## src/rtl/weight_stream_ctrl.sv

```systemverilog
// Weight/activation fetch sequencer for one neuron: streams (w, x) beats to the MAC.
// Define BIAS_FETCH_EN to append a bias beat (weight slot numWeight, activation 1.0).
module weight_stream_ctrl #(
  parameter int unsigned numWeight    = 30,
  parameter int unsigned addressWidth = $clog2(numWeight + 1),
  parameter int unsigned dataWidth    = 16,
  parameter int unsigned fracBits     = 12
) (
  input  logic                    clk,
  input  logic                    rst_n,
  input  logic                    start,
  output logic                    busy,
  output logic                    done,
  output logic                    w_ren,
  output logic [addressWidth-1:0] w_radd,
  input  logic [dataWidth-1:0]    w_rdata,
  output logic                    x_ren,
  output logic [addressWidth-1:0] x_radd,
  input  logic [dataWidth-1:0]    x_rdata,
  output logic                    mac_valid,
  input  logic                    mac_ready,
  output logic [dataWidth-1:0]    mac_w,
  output logic [dataWidth-1:0]    mac_x,
  output logic                    mac_first,
  output logic                    mac_last
);

  localparam logic [1:0] StIdle  = 2'd0;
  localparam logic [1:0] StRun   = 2'd1;
  localparam logic [1:0] StDrain = 2'd2;
  localparam logic [1:0] StDone  = 2'd3;

`ifdef BIAS_FETCH_EN
  localparam logic [addressWidth-1:0] LastAddr = addressWidth'(numWeight);
  localparam logic [addressWidth-1:0] BiasAddr = addressWidth'(numWeight);
  localparam logic [dataWidth-1:0]    FxOne    = dataWidth'(1) << fracBits;
`else
  localparam logic [addressWidth-1:0] LastAddr = addressWidth'(numWeight - 1);
`endif

  logic [1:0]              state_q, state_d;
  logic [addressWidth-1:0] cnt_q, cnt_d;
  logic                    mac_valid_q, mac_valid_d;
  logic                    mac_first_q, mac_first_d;
  logic                    mac_last_q, mac_last_d;
  logic                    issue;
`ifdef BIAS_FETCH_EN
  logic                    bias_q, bias_d;
`endif

  // A new read is only allowed when the beat register is empty or being consumed,
  // because the memories hold their output and act as the stall buffer.
  always_comb begin
    issue   = (state_q == StRun) && (!mac_valid_q || mac_ready);
    state_d = state_q;
    cnt_d   = cnt_q;
    case (state_q)
      StIdle: begin
        if (start) begin
          state_d = StRun;
          cnt_d   = '0;
        end
      end
      StRun: begin
        if (issue) begin
          if (cnt_q == LastAddr) begin
            state_d = StDrain;
          end else begin
            cnt_d = cnt_q + 1'b1;
          end
        end
      end
      StDrain: begin
        if (mac_valid_q && mac_ready && mac_last_q) begin
          state_d = StDone;
        end
      end
      StDone:  state_d = StIdle;
      default: state_d = StIdle;
    endcase
  end

  always_comb begin
    mac_valid_d = issue ? 1'b1 : (mac_ready ? 1'b0 : mac_valid_q);
    mac_first_d = issue ? (cnt_q == '0) : mac_first_q;
    mac_last_d  = issue ? (cnt_q == LastAddr) : mac_last_q;
`ifdef BIAS_FETCH_EN
    bias_d      = issue ? (cnt_q == BiasAddr) : bias_q;
`endif
  end

  always_ff @(posedge clk) begin
    if (!rst_n) begin
      state_q     <= StIdle;
      cnt_q       <= '0;
      mac_valid_q <= 1'b0;
      mac_first_q <= 1'b0;
      mac_last_q  <= 1'b0;
`ifdef BIAS_FETCH_EN
      bias_q      <= 1'b0;
`endif
    end else begin
      state_q     <= state_d;
      cnt_q       <= cnt_d;
      mac_valid_q <= mac_valid_d;
      mac_first_q <= mac_first_d;
      mac_last_q  <= mac_last_d;
`ifdef BIAS_FETCH_EN
      bias_q      <= bias_d;
`endif
    end
  end

  always_comb begin
    busy      = (state_q != StIdle);
    done      = (state_q == StDone);
    w_ren     = issue;
    w_radd    = (state_q == StRun) ? cnt_q : '0;
    x_radd    = w_radd;
    mac_valid = mac_valid_q;
    mac_first = mac_first_q;
    mac_last  = mac_last_q;
    mac_w     = w_rdata;
`ifdef BIAS_FETCH_EN
    // The bias slot has no activation; the MAC multiplies the bias by 1.0.
    x_ren     = issue && (cnt_q != BiasAddr);
    mac_x     = bias_q ? FxOne : x_rdata;
`else
    x_ren     = issue;
    mac_x     = x_rdata;
`endif
  end

endmodule

```

## config.mk

```make
export PLATFORM = sky130hd
export DESIGN_NAME = weight_stream_ctrl
export DESIGN_NICKNAME = d
export VERILOG_FILES = /design/src/rtl/weight_stream_ctrl.sv
export SDC_FILE = /design/constraint.sdc
export NUM_CORES = 1
export LEC_CHECK = 0
export BUFFER_PORTS_ARGS = -buffer_cell sky130_fd_sc_hd__buf_4
export CAP_MARGIN = 20
export CORE_UTILIZATION = 34
export DETAILED_ROUTE_END_ITERATION = 7
export PLACE_DENSITY = 0.88
export SLEW_MARGIN = 20
export SYNTH_ARGS = -nofsm -noshare
export SYNTH_HDL_FRONTEND = slang
export SYNTH_SLANG_ARGS = --single-unit
```

## constraint.sdc

```tcl
create_clock -name clk -period 1.6 [get_ports clk]
set_input_delay 0.24 -clock clk [delete_from_list [all_inputs] [get_ports clk]]
set_output_delay 0.24 -clock clk [all_outputs]
set_load 0.01 [all_outputs]
```

======== After elaboration in Yosys (flattened, before gate mapping) ========
Cells that the tools add are included.
word-level totals
  register bits ........................... 10
  latch bits .............................. 0
  memory bits (writable) .................. 0
  ROM bits ................................ 0
  input bits .............................. 36
  output and inout bits ................... 49
  logic and storage cells ................. 39
  memories kept ........................... 0
cells by class
  add/subtract/negate cells ............... 1
  multipliers ............................. 0
  divide/modulo/power cells ............... 0
  $lt $le $gt $ge ......................... 0
  equality and inequality tests ........... 9
  shift operators ......................... 0
  muxes and demuxes ....................... 12
  bitwise logic cells ..................... 0
  reduce and logical (&&, ||, !) cells .... 12
operators by type and width
  cell                                                    count
  two-way mux 5 bit                                       4
  one-hot mux 5 bit (2 select lines)                      1
  two-way mux 2 bit                                       4
  inequality test 2 bit (second input constant)           4
  one-hot mux 2 bit (4 select lines)                      1
  AND reduction 4 bit                                     2
  nonzero test 2 bit                                      3
  adder 5 x 1 -> 5 bit (second input constant)            1
  == test 5 bit (second input constant)                   1
  zero test 5 bit                                         1
  == test 2 bit (second input constant)                   2
  logical AND 1 bit                                       3
  == test 2 x 1 -> 1 bit (second input constant)          1
  zero test 2 bit                                         1
  two-way mux 1 bit                                       2
  inequality test 2 x 1 -> 1 bit (second input constant)  1
  zero test 1 bit                                         1
  logical OR 1 bit                                        1

======== Depth between registers and ports, before layout ========
  depth in word-level cells ............... 5
  mapped depth ............................ 7
  mapped depth without buffers ............ 6

======== Least setup slack after synthesis ========
OpenSTA, ideal clock, no wires.
  path type ............................... register to register
  start point ............................. register state_q[0]
  end point ............................... register cnt_q[3]
  library setup time ...................... 0.119 ns
  arrival ................................. 1.417 ns
  required time ........................... 1.481 ns
  slack ................................... 0.064 ns
  cell stages (with the launch flop) ...... 6
  path buffers ............................ 0
  clock period less this slack ............ 1.536 ns
  cell sequence ........................... dfxtp_1 > inv_1 > ha_1 > nor2b_1 > a211o_4 > o221a_2
between the ends
  longest elaborated chain between the ends .. 4
  elaborated cells on any way between the ends .. 9
  classes of those cells .................. eq/ne (4); mux (1); reduce/logical (4)
RTL lines
  item                             line    source
  from (decl)                      41      logic [1:0] state_q, state_d;
  from (signal assigned)           94      state_q <= StIdle;
  from (signal assigned)           103     state_q <= state_d;
  == test 2 x 1 -> 1 bit           54, 57
  logical AND 1 bit                54      issue = (state_q == StRun) && (!mac_valid_q || mac_ready);
  inequality test 2 bit (no line)  --
  AND reduction 4 bit (no line)    --
  to (signal assigned)             104     cnt_q <= cnt_d;
  to (decl)                        42      logic [addressWidth-1:0] cnt_q, cnt_d;
Parallel ways exist; a longest one is shown, timed or not.
A chain may end at the register's enable or synchronous reset.

======== Final worst setup path ========
Ends and elaborated chain as after synthesis.

==> metrics.txt <==
Yosys top cell area share 30.16%; fin crit share 95.65%; PortBufs 20; CTS Sinks 10; Cell Count Post-Placement 128; Syn Inst Count 117; pre-CTS setup slack about 0.0033 ns; via count between 600 and 700; wire per inst around 12 um; Synth Area in Compound Gates between 10% and 20%; Core ar. around 0.0025 mm2; Syn Std Cell Area around 950 um2; # diodes 0; DR iter-0 viols 22; # rows 18; NumNets Final approximately 150; largest family of logic cells by synthesized area buffers and inverters; post-synthesis mux area share under 10%; clock root buffer clkbuf_4; pwr dens about 1500 mW/mm2; CTS Buffer Depth 2; fin cells roughly 140; simple-gate share of the synthesized area around 18%; Num CTS Buffers 3; Hold Slack between 0.2 and 0.3 ns; total grt overflow 0; Synth Flop Type dfxtp_1; RePlAce Congestion 0.7680; Critical Path Max Stage Delay approximately 0.36 ns; Max rail drop VDD roughly 860 uV; Die W ~55 um; vias in the first global route between 600 and 700; DPL Wire Length around 1.3 mm; Post-Syn Area per Cell about 8.1 um2; H-tree levels 1; final clock skew 0.0008804 ns; # DRC 0; CP Cell Sequence inv_1 > ha_2 > buf_4 > nor2_1 > a211o_4 > o221a_2; flip-flop and latch count after synthesis 10; max-slew violations 0; Synth cell types 27; WP data required 1.76 ns; leading post-synthesis cells by cell area buf_4, dfxtp_1, ha_1; post-synthesis adder-cell area fraction under 10%; Synth async-reset ratio 0%; Clock Pin Slew Worst Setup and Hold Paths approximately 0.06 ns; Worst-Skew Late Latency around 0.26 ns; xor and xnor area share after synthesis 0%; vias per cell about 5; drt pass-1 iters 4; most numerous cell in the Yosys netlist buf_4; total power between 1 and 1.5 mW; Die Area about 0.003 mm2; HP Class primary input to flip-flop; buffers plus inverters on the worst setup path 2; Util after Layout about 38%; Area growth, synth to finish 1.720%; FILL cells ~270; Leak about 0.44 nW; critical path class flip-flop to flip-flop; critical path data arrival time between 1.5 and 2 ns; CP top delay family compound AO/OA/AOI/OAI gates; setup tns final 0 ns; Starting Density approximately 37%; post-synthesis sequential area ratio approximately a fifth; Syn Nets 160; Final min period approximately 1.5 ns; CTS tree built; Fmax approximately 650 MHz; outcome finished, final reports clean; Hold-fix buffers, CTS 0; Post-synth top cells buf_4, dfxtp_1, inv_1, nor2_1, nand2_1; Hold Vio Cnt, Final 0; DIE HEIGHT between 50 and 60 um; antenna violations before repair 0; Yosys warning total 0; Final Cell Area just under 0.001 mm2; post-layout worst setup margin about 0.070 ns; crit-path max FO 8; final wirelength between 1.5 and 2 mm; Setup crit end kind flip-flop; number of synthesized flops with an enable pin 0; Setup-failing EPs final 0; area post-placement ~850 um2; global-route wire length before repair 2.504 mm; Top Ports 85; Register Area about 200 um2; Max-Cap Viols 0; Least-Margin Pin Slew around 0.32 ns; Yosys top cell by area buf_4; GRT Overall Usage a little under an eighth; layout cells sized above 1 45.79%; Critical Path Slowest Stage Cell dfxtp_4; Post-DRT Antenna Nets 0; largest net degree at the start of global routing 14; CP Launch Type flip-flop; headroom to the max-slew limit between 70% and 80%; area taken by multi-input logic gates around 450 um2
cell type report:
class	instances	area share, %
Clock buffer	4	3.771
Multi-Input combinational cell	57	46.42
Tap cell	30	3.901
Inverter	9	3.511
Sequential cell	10	21.33
Timing Repair Buffer	27	21.07
sequential cells by signal (all words and copies together), names as in the netlist:
signal,count
cnt_q,5
mac_first,1
mac_last,1
mac_valid,1
state_q,2
report_power, final:
| part | switching [mW] | internal, mW | total [mW] |
|---|---|---|---|
| clock | 0.0851 | 0.138 | 0.223 |
| combinational | 0.450 | 0.454 | 0.903 |
| sequential | 0.0531 | 0.311 | 0.364 |
| total | 0.588 | 0.903 | 1.49 |
cell usage in the layout (no fill, tap or decap), types with 2 or more instances in the layout:
master | synthesis | final
nand3_1 | 4 | 4
nor3_1 | 2 | 2
nand4_1 | 2 | 2
inv_1 | 9 | 8
buf_4 | 38 | 27
nand2_1 | 8 | 6
nor2b_1 | 4 | 3
nor2_1 | 9 | 6
a31oi_1 | 2 | 2
o221a_2 | 2 | 2
and2_1 | 2 | 2
nor2_2 | 0 | 3
mux2i_1 | 2 | 2
clkbuf_4 | 0 | 3
o32ai_1 | 2 | 2
nand2_2 | 0 | 2
dfxtp_1 | 10 | 8
ha_1 | 7 | 5
repair_timing:
item	CTS	global route
endpoints found under the setup margin	15	18
resized for setup	4	10
pin swaps	0	2
buffers inserted	0	5
worst paths after layout:
| path | start | end | slack (ns) | depth (start not counted) |
|---|---|---|---|---|
| setup / recovery | state_q[0] | cnt_q[3] | 0.07 | 6 |
| hold / removal | rst_n | state_q[0] | 0.28 | 2 |
| setup reg to reg | state_q[0] | cnt_q[3] | 0.07 | 6 |
| hold reg to reg | state_q[1] | state_q[1] | 0.49 | 2 |
kinds of logic (layout without fill, tap and decap cells):
group	Yosys count	after routing
AND/OR/NAND/NOR	34	34
multiplexers	2	2
adder cells (fa/ha/maj)	7	7
buffers and inverters	50	40
flip-flops	10	10
AO/OA/AOI/OAI	14	14
per-layer routing:
layer	GRT usage, %	vias to the layer above	wire (um)
li1	-	336	-
met1	11.51	320	665
met2	19.48	27	883
met3	6.667	4	142
met4	6.838	0	14
met5	0	-	0
No activity file was read; power rests on OpenSTA's default activity.
